File: src/rtl/arp_pkg.sv
// arp_pkg: shared constants and types for the ARP transmit scheduler.
//   ARP_OP_REQUEST / ARP_OP_REPLY : ARP operation codes driven to the sender
//   MAC_BROADCAST                 : Ethernet broadcast destination
//   arp_ctrl_state_t              : scheduler FSM states
//   arp_src_t                     : identity of the request source being served
package arp_pkg;

  localparam logic [1:0]  ARP_OP_REQUEST = 2'd1;
  localparam logic [1:0]  ARP_OP_REPLY   = 2'd2;
  localparam logic [47:0] MAC_BROADCAST  = 48'hFFFF_FFFF_FFFF;

  typedef enum logic [2:0] {
    IDLE,
    LOAD,
    START,
    RELEASE,
    DONE
  } arp_ctrl_state_t;

  typedef enum logic [1:0] {
    SRC_REP,
    SRC_RES,
    SRC_GARP
  } arp_src_t;

endpackage

File: src/rtl/arp_tx_ctrl_garp_timer.sv
// arp_garp_timer: gratuitous-ARP period counter with a sticky pending flag.
// Only compiled when ARP_GARP_EN is defined; the scheduler instantiates it
// only in that build.
//   clk, rst_n : clock, asynchronous active-low reset
//   clear      : served/aborted gratuitous frame, drops the pending flag
//   pending    : a gratuitous frame is owed
`ifdef ARP_GARP_EN
module arp_garp_timer #(
  parameter logic [31:0] GARP_PERIOD = 32'd125000000
) (
  input  logic clk,
  input  logic rst_n,
  input  logic clear,
  output logic pending
);

  logic [31:0] cnt;
  logic        tc;

  assign tc = (cnt == GARP_PERIOD - 32'd1);

  always_ff @(posedge clk or negedge rst_n) begin
    if (!rst_n) begin
      cnt     <= '0;
      pending <= 1'b0;
    end else begin
      cnt <= tc ? '0 : cnt + 32'd1;
      // A terminal count wins over a same-cycle clear so that a period that
      // elapses exactly as a frame finishes is not lost. A terminal count
      // while already pending simply leaves the flag set.
      if (tc) begin
        pending <= 1'b1;
      end else if (clear) begin
        pending <= 1'b0;
      end
    end
  end

endmodule
`endif

File: src/rtl/arp_tx_ctrl.sv
// arp_tx_ctrl: schedules ARP replies, ARP resolves and (optionally) gratuitous
// ARPs onto a single ARP frame sender.
//
// Optional feature macro: ARP_GARP_EN (adds the periodic gratuitous source).
//
// Ports:
//   clk, rst_n                 clock, asynchronous active-low reset
//   i_local_mac, i_local_ip    own addresses (SHA/src, SPA)
//   i_rep_req/mac/ip, o_rep_ack   reply requester (level request, 1-cycle ack)
//   i_res_req/ip, o_res_ack       resolve requester (level request, 1-cycle ack)
//   o_dst_mac..o_operation     frame fields, stable from LOAD to next LOAD
//   o_enable, i_ready          sender handshake
//   o_busy                     scheduler not idle
//   o_timeout                  1-cycle pulse when a frame is aborted
//   dbg_state                  current FSM state for observation
//
// Sender handshake: a frame starts only when i_ready is high in IDLE.
// o_enable is held high until i_ready is sampled low (sender accepted the
// frame); the frame is complete when i_ready is sampled high again. If either
// phase exceeds TIMEOUT_CYC cycles the frame is abandoned with o_timeout.
module arp_tx_ctrl
  import arp_pkg::*;
#(
  parameter int unsigned TIMEOUT_CYC = 1024,
  parameter logic [31:0] GARP_PERIOD = 32'd125000000
) (
  input  logic            clk,
  input  logic            rst_n,
  input  logic [47:0]     i_local_mac,
  input  logic [31:0]     i_local_ip,
  input  logic            i_rep_req,
  input  logic [47:0]     i_rep_mac,
  input  logic [31:0]     i_rep_ip,
  output logic            o_rep_ack,
  input  logic            i_res_req,
  input  logic [31:0]     i_res_ip,
  output logic            o_res_ack,
  output logic [47:0]     o_dst_mac,
  output logic [47:0]     o_src_mac,
  output logic [47:0]     o_SHA,
  output logic [47:0]     o_THA,
  output logic [31:0]     o_SPA,
  output logic [31:0]     o_TPA,
  output logic [1:0]      o_operation,
  output logic            o_enable,
  input  logic            i_ready,
  output logic            o_busy,
  output logic            o_timeout,
  output arp_ctrl_state_t dbg_state
);

  localparam logic [15:0] TO_LIMIT = 16'(TIMEOUT_CYC);

  arp_ctrl_state_t state, state_next;
  arp_src_t        winner, sel;
  logic            rr_last;      // 0: reply served last, 1: resolve served last
  logic [15:0]     to_cnt;
  logic            abort;
  logic            finish;       // frame ends this cycle (DONE or abort)
  logic            any_req;
  logic            garp_pending;
  logic            garp_clear;

  assign garp_clear = finish && (winner == SRC_GARP);

`ifdef ARP_GARP_EN
  arp_garp_timer #(
    .GARP_PERIOD(GARP_PERIOD)
  ) u_garp_timer (
    .clk    (clk),
    .rst_n  (rst_n),
    .clear  (garp_clear),
    .pending(garp_pending)
  );
`else
  logic unused_garp;
  assign garp_pending = 1'b0;
  assign unused_garp  = ^{GARP_PERIOD, garp_clear};
`endif

  assign any_req = i_rep_req | i_res_req | garp_pending;

  // Round-robin between reply and resolve; gratuitous only when both idle.
  always_comb begin
    sel = SRC_GARP;
    if (i_rep_req && i_res_req) begin
      sel = rr_last ? SRC_REP : SRC_RES;
    end else if (i_rep_req) begin
      sel = SRC_REP;
    end else if (i_res_req) begin
      sel = SRC_RES;
    end
  end

  assign abort  = ((state == START) || (state == RELEASE)) && (to_cnt == TO_LIMIT);
  assign finish = (state == DONE) || abort;

  always_comb begin
    state_next = state;
    case (state)
      IDLE:    if (i_ready && any_req) state_next = LOAD;
      // Requests may have been withdrawn between IDLE and LOAD; with nothing
      // left to send, fall back to IDLE rather than start an empty frame.
      LOAD:    state_next = any_req ? START : IDLE;
      START:   if (abort) state_next = IDLE;
               else if (!i_ready) state_next = RELEASE;
      RELEASE: if (abort) state_next = IDLE;
               else if (i_ready) state_next = DONE;
      DONE:    state_next = IDLE;
      default: state_next = IDLE;
    endcase
  end

  always_ff @(posedge clk or negedge rst_n) begin
    if (!rst_n) begin
      state <= IDLE;
    end else begin
      state <= state_next;
    end
  end

  // Phase timer: restarts on every state change, runs only while waiting on
  // the sender.
  always_ff @(posedge clk or negedge rst_n) begin
    if (!rst_n) begin
      to_cnt <= '0;
    end else if (state_next != state) begin
      to_cnt <= '0;
    end else if ((state == START) || (state == RELEASE)) begin
      to_cnt <= to_cnt + 16'd1;
    end else begin
      to_cnt <= '0;
    end
  end

  always_ff @(posedge clk or negedge rst_n) begin
    if (!rst_n) begin
      winner      <= SRC_REP;
      o_dst_mac   <= '0;
      o_src_mac   <= '0;
      o_SHA       <= '0;
      o_THA       <= '0;
      o_SPA       <= '0;
      o_TPA       <= '0;
      o_operation <= '0;
    end else if ((state == LOAD) && any_req) begin
      winner    <= sel;
      o_src_mac <= i_local_mac;
      o_SHA     <= i_local_mac;
      o_SPA     <= i_local_ip;
      case (sel)
        SRC_REP: begin
          o_dst_mac   <= i_rep_mac;
          o_THA       <= i_rep_mac;
          o_TPA       <= i_rep_ip;
          o_operation <= ARP_OP_REPLY;
        end
        SRC_RES: begin
          o_dst_mac   <= MAC_BROADCAST;
          o_THA       <= '0;
          o_TPA       <= i_res_ip;
          o_operation <= ARP_OP_REQUEST;
        end
        default: begin
          o_dst_mac   <= MAC_BROADCAST;
          o_THA       <= '0;
          o_TPA       <= i_local_ip;
          o_operation <= ARP_OP_REQUEST;
        end
      endcase
    end
  end

  // Only reply/resolve take part in the round-robin; gratuitous frames leave
  // the fairness state untouched.
  always_ff @(posedge clk or negedge rst_n) begin
    if (!rst_n) begin
      rr_last <= 1'b0;
    end else if (finish && (winner == SRC_REP)) begin
      rr_last <= 1'b0;
    end else if (finish && (winner == SRC_RES)) begin
      rr_last <= 1'b1;
    end
  end

  assign o_enable  = (state == START) && !abort;
  assign o_rep_ack = finish && (winner == SRC_REP);
  assign o_res_ack = finish && (winner == SRC_RES);
  assign o_timeout = abort;
  assign o_busy    = (state != IDLE);
  assign dbg_state = state;

endmodule

File: config.mk
export PLATFORM = sky130hd
export DESIGN_NAME = arp_tx_ctrl
export DESIGN_NICKNAME = d
export VERILOG_FILES = /design/src/rtl/arp_pkg.sv /design/src/rtl/arp_tx_ctrl_garp_timer.sv /design/src/rtl/arp_tx_ctrl.sv
export SDC_FILE = /design/constraint.sdc
export NUM_CORES = 1
export LEC_CHECK = 0
export ABC_AREA = 1
export CORE_AREA = 2 2 179 181
export CTS_BUF_LIST = sky130_fd_sc_hd__clkbuf_4 sky130_fd_sc_hd__clkbuf_8
export CTS_CLUSTER_DIAMETER = 30
export DETAILED_ROUTE_END_ITERATION = 10
export DIE_AREA = 0 0 181 183
export MAX_ROUTING_LAYER = met4
export PLACE_DENSITY = 0.66
export SLEW_MARGIN = 5
export SYNTH_ARGS = -nofsm -noshare
export SYNTH_HDL_FRONTEND = slang
export SYNTH_SLANG_ARGS = --single-unit
File: constraint.sdc
create_clock -name clk -period 4.2 [get_ports clk]
set_input_delay 0.84 -clock clk [delete_from_list [all_inputs] [get_ports clk]]
set_output_delay 0.84 -clock clk [all_outputs]
set_load 0.01 [all_outputs]
==> flow_metrics.env <==
export IMPL_synthCells=1105
export IMPL_cpLargestDelayFamily="buffers and inverters"
export IMPL_clkLatencyLatePin_ps=580
export IMPL_ios=463
export IMPL_fin_worst_skew_ps=44.2
export IMPL_setup_viol=0
export IMPL_reg2reg_depth=7
export IMPL_cts_tree="yes"
export IMPL_ff2ff_setup_slack_ps=1830
export IMPL_drt_iter0_drc=426
export IMPL_synth_ff_type="dfrtp_1"
export IMPL_max_freq_mhz=289
export IMPL_r2r_start="dbg_state[2]"
export IMPL_crit_buf_inv=3
export IMPL_cpPeakStageDelay_ps=560
export IMPL_synth_seq_cells=232
export IMPL_report_final_slew_viol_count=0
export IMPL_finalHoldWorstSlack_ps=357
export IMPL_port_buffers=462
export IMPL_antenna_found_initial=1
export IMPL_ys_async_sr_fraction=1.00
export IMPL_htreeDepth=2
export IMPL_placementRows=65
export IMPL_end_kind="output port"
export IMPL_die_w_um=181
export IMPL_ant_nets=0
export IMPL_timing_final_crit_share=0.824
export IMPL_crit_path_start_kind="flop"
export IMPL_syn_cell_area_mm2=0.00968
export IMPL_grt_first_pass_wirelength_mm=51.2
export IMPL_rsz0062_at_grt="false"
export IMPL_ys_warn_count=0
export IMPL_hold_buffers=0
export IMPL_hold_class="in2async"
export IMPL_hold_viol=0
export IMPL_fin_nets=1732
export IMPL_hpwl_mm=22.9
export IMPL_synth_edf_count=0
export IMPL_post_cts_setup_buffers=0
export IMPL_clockBufferDepth=3
export IMPL_status="complete, no violations"
export IMPL_coreArea_mm2=0.0312
export IMPL_overflow=0
export IMPL_grt_pass1_vias=9331
export IMPL_path_clk_slew_ps=60
export IMPL_area_growth_pct=62.0
export IMPL_drt_pass1_iterations=5
export IMPL_cp_required_ps=3360
export IMPL_grt_total_usage=0.202
export IMPL_cp_cell_sequence="inv_1 -> ha_1 -> nand3_1 -> nor2_1 -> nand2_1 -> o21ai_0 -> nand3_1 -> inv_1 -> clkdlybuf4s50_1"
export IMPL_ys_types=26
export IMPL_drt_total_wl_mm=33.3
export IMPL_slew_limit_headroom=0.406
export IMPL_syn_avg_cell_area_um2=8.76
export IMPL_cts_repair_resized=0
export IMPL_drcViolationCount=0
export IMPL_cts_sinks=232
export IMPL_syn_nets=1304
export IMPL_crit_type="reg2out"
export IMPL_cts_buffers=55
export IMPL_dieArea_mm2=0.0331
export IMPL_final_layout_size_suffix_gt1_frac=0.0798
export IMPL_r2r_end="o_TPA[3]"
export IMPL_p_leak_nw=7.20
export IMPL_min_period_ps=3460
export IMPL_start_util=0.310
export IMPL_avgRoutedWirePerCell_um=16.8
export IMPL_vias_per_cell=4.57
export IMPL_ir_worst_vdd_mv=0.395
export IMPL_root_buffer="clkbuf_8"
export IMPL_ys_seq_area_frac=0.600
export IMPL_cp_arrival_ps=2620
export IMPL_num_vias=9067
export IMPL_critPathSlowestCell="clkdlybuf4s50_1"
export IMPL_grt_start_max_net_pins=112
export IMPL_cp_max_fo=6
export IMPL_die_h_um=183
export IMPL_gp_congestion=0.877
export IMPL_cellPowerDensity_mw_per_mm2=774
export IMPL_fin_tns_setup_ps=0
export IMPL_worst_pin_slew_ps=891
export IMPL_fin_area_mm2=0.0157
export IMPL_placed_area_mm2=0.0143
export IMPL_cap_violations=0
==> layout by cell type, fill, tap and decap left out, types with 2 or more instances in the layout <==
| cell type | netlist | routed |
|---|---|---|
| nand2_1 | 394 | 393 |
| dfrtp_1 | 232 | 232 |
| clkdlybuf4s50_1 | 0 | 460 |
| nor3_1 | 2 | 2 |
| o21ai_1 | 10 | 10 |
| a21oi_1 | 50 | 50 |
| clkbuf_8 | 0 | 60 |
| clkinv_4 | 0 | 5 |
| o21ai_0 | 47 | 47 |
| inv_1 | 71 | 71 |
| buf_4 | 50 | 10 |
| bufinv_16 | 0 | 9 |
| nand3_1 | 56 | 56 |
| inv_2 | 3 | 2 |
| clkinv_2 | 0 | 14 |
| ha_1 | 2 | 2 |
| nor2_1 | 89 | 89 |
| clkinvlp_4 | 0 | 7 |
| buf_12 | 0 | 4 |
| clkbuf_4 | 0 | 6 |
| nand4_1 | 35 | 35 |
==> how the worst max path moves through the flow <==
stage / start / endpoint / slack (ps) / cells past startpoint
final: to_cnt[0] / o_res_ack / 740 / 9
after global routing: to_cnt[0] / o_res_ack / 540 / 9
after CTS: to_cnt[0] / o_res_ack / 670 / 9
after detailed placement: i_rep_req / o_TPA[31] / 1000 / 7
after global placement: i_rep_req / o_TPA[31] / 1070 / 7
after floorplan: to_cnt[0] / o_rep_ack / 2080 / 8
==> cells in the mapped netlist (2+ instances only) <==
library cell | count | area [um2]
a21oi_1 | 50 | 250
buf_2 | 34 | 170
buf_4 | 50 | 375
clkbuf_1 | 19 | 71.3
dfrtp_1 | 232 | 5810
ha_1 | 2 | 25.0
inv_1 | 71 | 267
inv_2 | 3 | 11.3
nand2_1 | 394 | 1480
nand3_1 | 56 | 280
nand4_1 | 35 | 219
nor2_1 | 89 | 334
nor3_1 | 2 | 10.0
o21ai_0 | 47 | 235
o21ai_1 | 10 | 50.1
==> state kept, by name, indices dropped and copies added, names as in the netlist <==
| name | flops |
|---|---|
| winner | 2 |
| to_cnt | 16 |
| o_operation | 2 |
| dbg_state | 3 |
| o_TPA | 32 |
| o_SHA | 48 |
| o_THA | 48 |
| o_dst_mac | 48 |
| o_SPA | 32 |
| rr_last | 1 |
==> metrics by stage <==
step	power [W]	worst slack, ps	cells	util
final	0.0121	738	1982	0.502
after global routing	0.0129	539	1982	0.502
after CTS	0.0123	671	1981	0.502
after detailed placement	0.00905	1000	1878	0.459
after global placement	0.00895	1070	1878	0.459
after floorplan	0.00612	2080	1105	-
==> report_power, final <==
group	internal (W)	switching, W
combinational	0.00270	0.00243
clock	0.00196	0.00117
sequential	0.00322	0.000645
total	0.00789	0.00425
==> metal layers <==
layer | vias to the layer above | part of all wire | track usage | wire length [um]
li1 | 4310 | - | - | -
met1 | 4272 | 0.41 | 0.240 | 13500
met2 | 405 | 0.47 | 0.318 | 15500
met3 | 80 | 0.092 | 0.0643 | 3080
met4 | 0 | 0.037 | 0.0842 | 1240
met5 | - | 0 | - | 0
==> cells by family (layout without fill, tap and decap cells) <==
family / Yosys count / after routing / share of synthesized area
fa+ha+maj: 2 / 2 / 0.00258
buf+inv: 179 / 653 / 0.0941
compound gates: 111 / 111 / 0.0586
simple gates: 580 / 580 / 0.244
other cells: 0 / 1 / 0
flops: 232 / 232 / 0.600
xor+xnor: 1 / 1 / 0.000905
==> area by class of cell <==
type / count / area [um2]
Sequential cell: 232 / 5810
Fill cell: 2915 / 15600
Inverter: 74 / 280
Tap cell: 402 / 503
Clock buffer: 66 / 871
Multi-Input combinational cell: 694 / 2970
Timing Repair Buffer: 476 / 4780
Clock inverter: 37 / 469
Antenna cell: 1 / 2.50
No activity file was read; power rests on OpenSTA's default activity.
==> edit 1 (same flow settings) <==
Register the output `dbg_state` once more; this adds one clock of latency there. The other outputs are not delayed to match.
--- a/src/rtl/arp_tx_ctrl.sv
+++ b/src/rtl/arp_tx_ctrl.sv
@@ -188,7 +188,9 @@
   assign o_res_ack = finish && (winner == SRC_RES);
   assign o_timeout = abort;
   assign o_busy    = (state != IDLE);
-  assign dbg_state = state;
+  always_ff @(posedge clk) begin
+    dbg_state <= state;
+  end
 
 endmodule
 
Check against the original RTL: not equivalent (Yosys sat finds a counterexample within 4 cycles, from zero or initial values and one cycle with rst_n low).
==> edit 1 against the unedited design <==
Global-route usage fell by 0.10 points. Highest routed layer unchanged. Total power fell by 2.9%. Die area did not move. Clock skew fell by 0.0069 ns. Wire length fell by 0.78%. Sequential cell count rose by 3. Worst setup slack improved by 0.020 ns. Hold slack got worse by 0.077 ns. Clock power fell by 12%. First-iteration DRC count fell by 1.9%. Synthesized area rose by 0.62%. Final area fell by 0.93%. Synthesized cell count rose by 0.27%.
==> edit 1: results (changes against the unedited design) <==
[status]
status=finished, final reports clean

[critical_path]
critPathArrivalTime_ns=2.60  ; -0.02 ns
r2r_slack_ns=1.95  ; +0.12 ns
slowest_delay_ns=0.54  ; -0.02 ns
crit_fanout=6  ; unchanged

[global_route]
grt_max_degree=83  ; -26%
antenna_found_initial=0  ; -1
grt_pass1_wl_um=51000  ; -0.44%
grt_pass1_vias=9131  ; -2.1%
grt_usage=0.201  ; -0.00102

[clock_network]
post_cts_buffers=0  ; unchanged
cts_buffer_depth=3  ; unchanged
cts_resized=0  ; unchanged
numCtsBuffers=52  ; -5.5%
cts.clk_slew.worst_paths_ns=0.06  ; about the same

[timing]
timing.hold.ws_ns=0.280  ; -0.0768 ns
tightest_slew_ns=0.797  ; -0.0943 ns
setup_ws_ns=0.758  ; +0.0198 ns
finClkSkew_ns=0.0373  ; -0.00688 ns

[yosys]
yosysWarnings=0  ; unchanged
synth.avg_cell_area_um2=8.79  ; +0.35%
synth_area_leaders=dfrtp_1 (60%), nand2_1 (15%), buf_4 (3.9%)
ys_seq_area_frac=0.602  ; +0.00247
syn-num-nets=1307  ; +0.23%
ys_async_sr_fraction=0.987  ; -0.0128
synth_cell_types=27  ; +3.8%

[layout]
final_cells=1972  ; -0.50%
layout.nets=1731  ; -0.058%
antennaDiodeCount=0  ; -1
drive_above_1_share=0.0720  ; -0.00782
fillerInstances=2949  ; +1.2%

[place]
dp.cells=1880  ; +0.11%
place_ws_ns=1.12  ; +0.115 ns
post-dp-hpwl_um=23000  ; +0.11%
gp_congestion=0.859  ; -2.0%

[min_path]
hp-class=input pin to asynchronous set/reset pin

[pwr]
p_leak_nw=7.13  ; -0.97%
peakVddDrop_mv=0.390  ; -1.5%

[route]
dr.first_iter.drc_count=418  ; -1.9%
viasPerCell=4.58  ; +0.14%
drt_first_pass_iters=4  ; -1
drt_wl_total_um=33100  ; -0.78%

-- edit 1: changes by cell type in the layout (fill, tap and decap cells not counted), moves of 3 or more --
cell / delta
clkbuf_4: +4
clkinv_4: -4
bufinv_16: -4
clkinv_2: -5
dfxtp_1: +3
-- edit 1: kinds of logic (layout without fill, tap and decap cells) --
| kind of cell | after synthesis | after routing | share of synthesized area |
|---|---|---|---|
| AOI/OAI and AO/OA | 111 | 111 | 0.0582 |
| xor gates and xnor gates | 1 | 1 | 0.000899 |
| adders and majority gates | 2 | 2 | 0.00257 |
| buffers and inverters | 179 | 641 | 0.0935 |
| DFF | 235 | 235 | 0.602 |
| and+or+nand+nor | 580 | 580 | 0.243 |
-- edit 1: where the power goes --
group	internal (mW)	switching [mW]	leakage, nW
sequential	3.26	0.634	2.85
combinational	2.69	2.43	3.69
clock	1.71	1.06	0.593
-- edit 1: area by class of cell --
type	instances	area [um2]	area share
sequential	235	5870	0.378
clock buffer	70	901	0.0580
inverter	74	280	0.0180
timing repair buffer	475	4760	0.306
tap	402	503	0.0324
multi-input combinational	694	2960	0.191
clock inverter	22	258	0.0166
-- edit 1: critical path, delay by kind of cell (launching register included) --
family / cells / cell delay [ns]
buffers and inverters: 3 / 0.71
AND/OR/NAND/NOR: 4 / 0.52
flip-flops: 1 / 0.40
AO/OA/AOI/OAI: 1 / 0.28
adder cells (fa/ha/maj): 1 / 0.14
-- edit 1: final timing paths --
check	start	to	cells after the start
max in group asynchronous	rst_n	o_SHA[5]	2
min reg2reg	state[2]	dbg_state[2]	0
min	rst_n	o_THA[0]	1
max	to_cnt[0]	o_rep_ack	9
min in group clk	state[2]	dbg_state[2]	0
max reg2reg	state[2]	to_cnt[2]	7
-- edit 1: layer usage --
metal	wire, um	share of wire	global-route usage
met1	13600	0.41	0.244
met2	15700	0.47	0.319
met3	2960	0.089	0.0677
met4	817	0.025	0.0589
met5	0	0	-
-- edit 1: per-stage QoR --
stage / total power, mW / instance area (um2)
final: 11.8 / 15500
after global routing: 12.5 / 15500
after CTS: 11.9 / 15500
after detailed placement: 9.07 / 14400
after global placement: 8.99 / 14400
after floorplan: 6.16 / 9740
==> edit 2 (same flow settings) <==
Made on the original files. Build with the macro `ARP_GARP_EN` defined.
--- a/src/rtl/arp_tx_ctrl_garp_timer.sv
+++ b/src/rtl/arp_tx_ctrl_garp_timer.sv
@@ -4,6 +4,8 @@
 //   clk, rst_n : clock, asynchronous active-low reset
 //   clear      : served/aborted gratuitous frame, drops the pending flag
 //   pending    : a gratuitous frame is owed
+`define ARP_GARP_EN
+
 `ifdef ARP_GARP_EN
 module arp_garp_timer #(
   parameter logic [31:0] GARP_PERIOD = 32'd125000000
Formal check against the unedited RTL: same outputs for any inputs over 4 cycles, from zero or initial values and one cycle with rst_n low; that may be too few to reach the edited logic, so the function may still have changed.
==> edit 2 against the unedited design <==
Final area up 14%. Wire length up 20%. Synthesized area up 21%. Register-to-register slack worse by 0.14 ns. Largest cell class unchanged. Highest routed layer unchanged. Total power up 4.3%. Critical path type unchanged. Sequential cell count up 33. Worst setup slack better by 0.0068 ns.
==> edit 2: results (changes against the unedited design) <==
[status]
status=finished, final reports clean

[yosys]
ys_async_sr_fraction=1.00  ; unchanged
synth_cell_types=34  ; +31%
ys_seq_area_frac=0.565  ; -0.0345
synth_common_cells=nand2_1 (402), dfrtp_1 (265), nor2_1 (119)
syn-num-nets=1554  ; +19%
yosysWarnings=0  ; unchanged
synth_area_leaders=dfrtp_1 (57%), nand2_1 (13%), nor2_1 (3.8%)

[route]
drt_first_pass_iters=5  ; unchanged
dr.first_iter.drc_count=645  ; +51%
detail_route.wl_per_cell_um=17.9  ; +6.5%
viasPerCell=4.74  ; +3.5%

[critical_path]
slowest_delay_ns=0.62  ; +0.06 ns
r2r_slack_ns=1.69  ; -0.14 ns
r2r_cells=5  ; -2
critPathArrivalTime_ns=2.61  ; about the same
crit_fanout=7  ; +1

[clock_network]
cts_resized=0  ; unchanged
numCtsBuffers=58  ; +5.5%
htree_levels=2  ; unchanged
worstSkewPairLatency_ns=0.60  ; +0.02 ns
cts_buffer_depth=3  ; unchanged
cts.clk_slew.worst_paths_ns=0.06  ; about the same
post_cts_buffers=0  ; unchanged

[layout]
layout.nets=1983  ; +14%
fillerInstances=2843  ; -2.5%
drive_above_1_share=0.0798  ; about the same

[timing]
tightest_slew_ns=1.01  ; +0.115 ns
max_freq_mhz=289  ; +0.20%
finClkSkew_ns=0.0465  ; +0.00228 ns

[global_route]
grt_pass1_wl_um=61200  ; +19%
antenna_found_initial=1  ; unchanged
grt_usage=0.244  ; +0.0424
grt_max_degree=123  ; +9.8%
grt_pass1_vias=10700  ; +15%

[place]
post-dp-hpwl_um=28800  ; +26%
place_ws_ns=0.899  ; -0.102 ns
gp_congestion=0.902  ; +2.9%

[pwr]
peakVddDrop_mv=0.410  ; +3.6%
intPower_mw=8.29  ; +5.0%
p_leak_nw=8.25  ; +15%

-- edit 2: cells by family (layout without fill, tap and decap cells) --
family          after synthesis  after routing  synth area share
compound gates              216            216             0.104
xor+xnor                     30             30            0.0224
fa+ha+maj                     3              3           0.00320
buf+inv                     227            702            0.0937
flops                       265            265             0.565
other cells                   0              1                 0
simple gates                613            613             0.211
-- edit 2: area by class of cell --
type                            count  area (um2)  area share
Inverter                          120         455      0.0256
Sequential cell                   265        6630       0.373
Clock inverter                     35         473      0.0266
Timing Repair Buffer              476        4770       0.268
Tap cell                          402         503      0.0283
Antenna cell                        1        2.50    0.000141
Multi-Input combinational cell    862        4010       0.225
Clock buffer                       71         946      0.0532
-- edit 2: worst paths after layout --
| path | start | end |
|---|---|---|
| worst max-delay path | dbg_state[2] | o_rep_ack |
| worst min-delay path | rst_n | winner[1] |
| worst min register to register | o_SPA[27] | o_SPA[27] |
| min in group clk | o_SPA[27] | o_SPA[27] |
| worst max register to register | dbg_state[1] | o_dst_mac[29] |
| max in group asynchronous | rst_n | o_SHA[41] |
-- edit 2: power groups by stage --
stage          combinational [mW]  clock, mW  sequential [mW]
6_report                     5.07       3.39             4.20
5_1_grt                      5.51       3.59             4.32
4_1_cts                      5.14       3.46             4.20
3_5_place_dp                 5.13          0             4.20
3_3_place_gp                 5.07          0             4.18
2_1_floorplan                1.84          0             4.52
-- edit 2: metrics by stage --
step / cell area, um2 / hold slack (ns) / cells
3_5_place_dp: 16400 / 0.457 / 2125
5_1_grt: 17800 / 0.419 / 2232
4_1_cts: 17800 / 0.345 / 2231
3_3_place_gp: 16400 / 0.453 / 2125
6_report: 17800 / 0.371 / 2232
2_1_floorplan: 11700 / 0.463 / 1354
-- edit 2: routing by layer --
metal  vias up  global-route usage  part of all wire
li1       5113                   -                 -
met1      5016               0.296              0.41
met5         -                   -                 0
met2       364               0.394              0.49
met3        78              0.0741             0.083
met4         0              0.0761             0.026
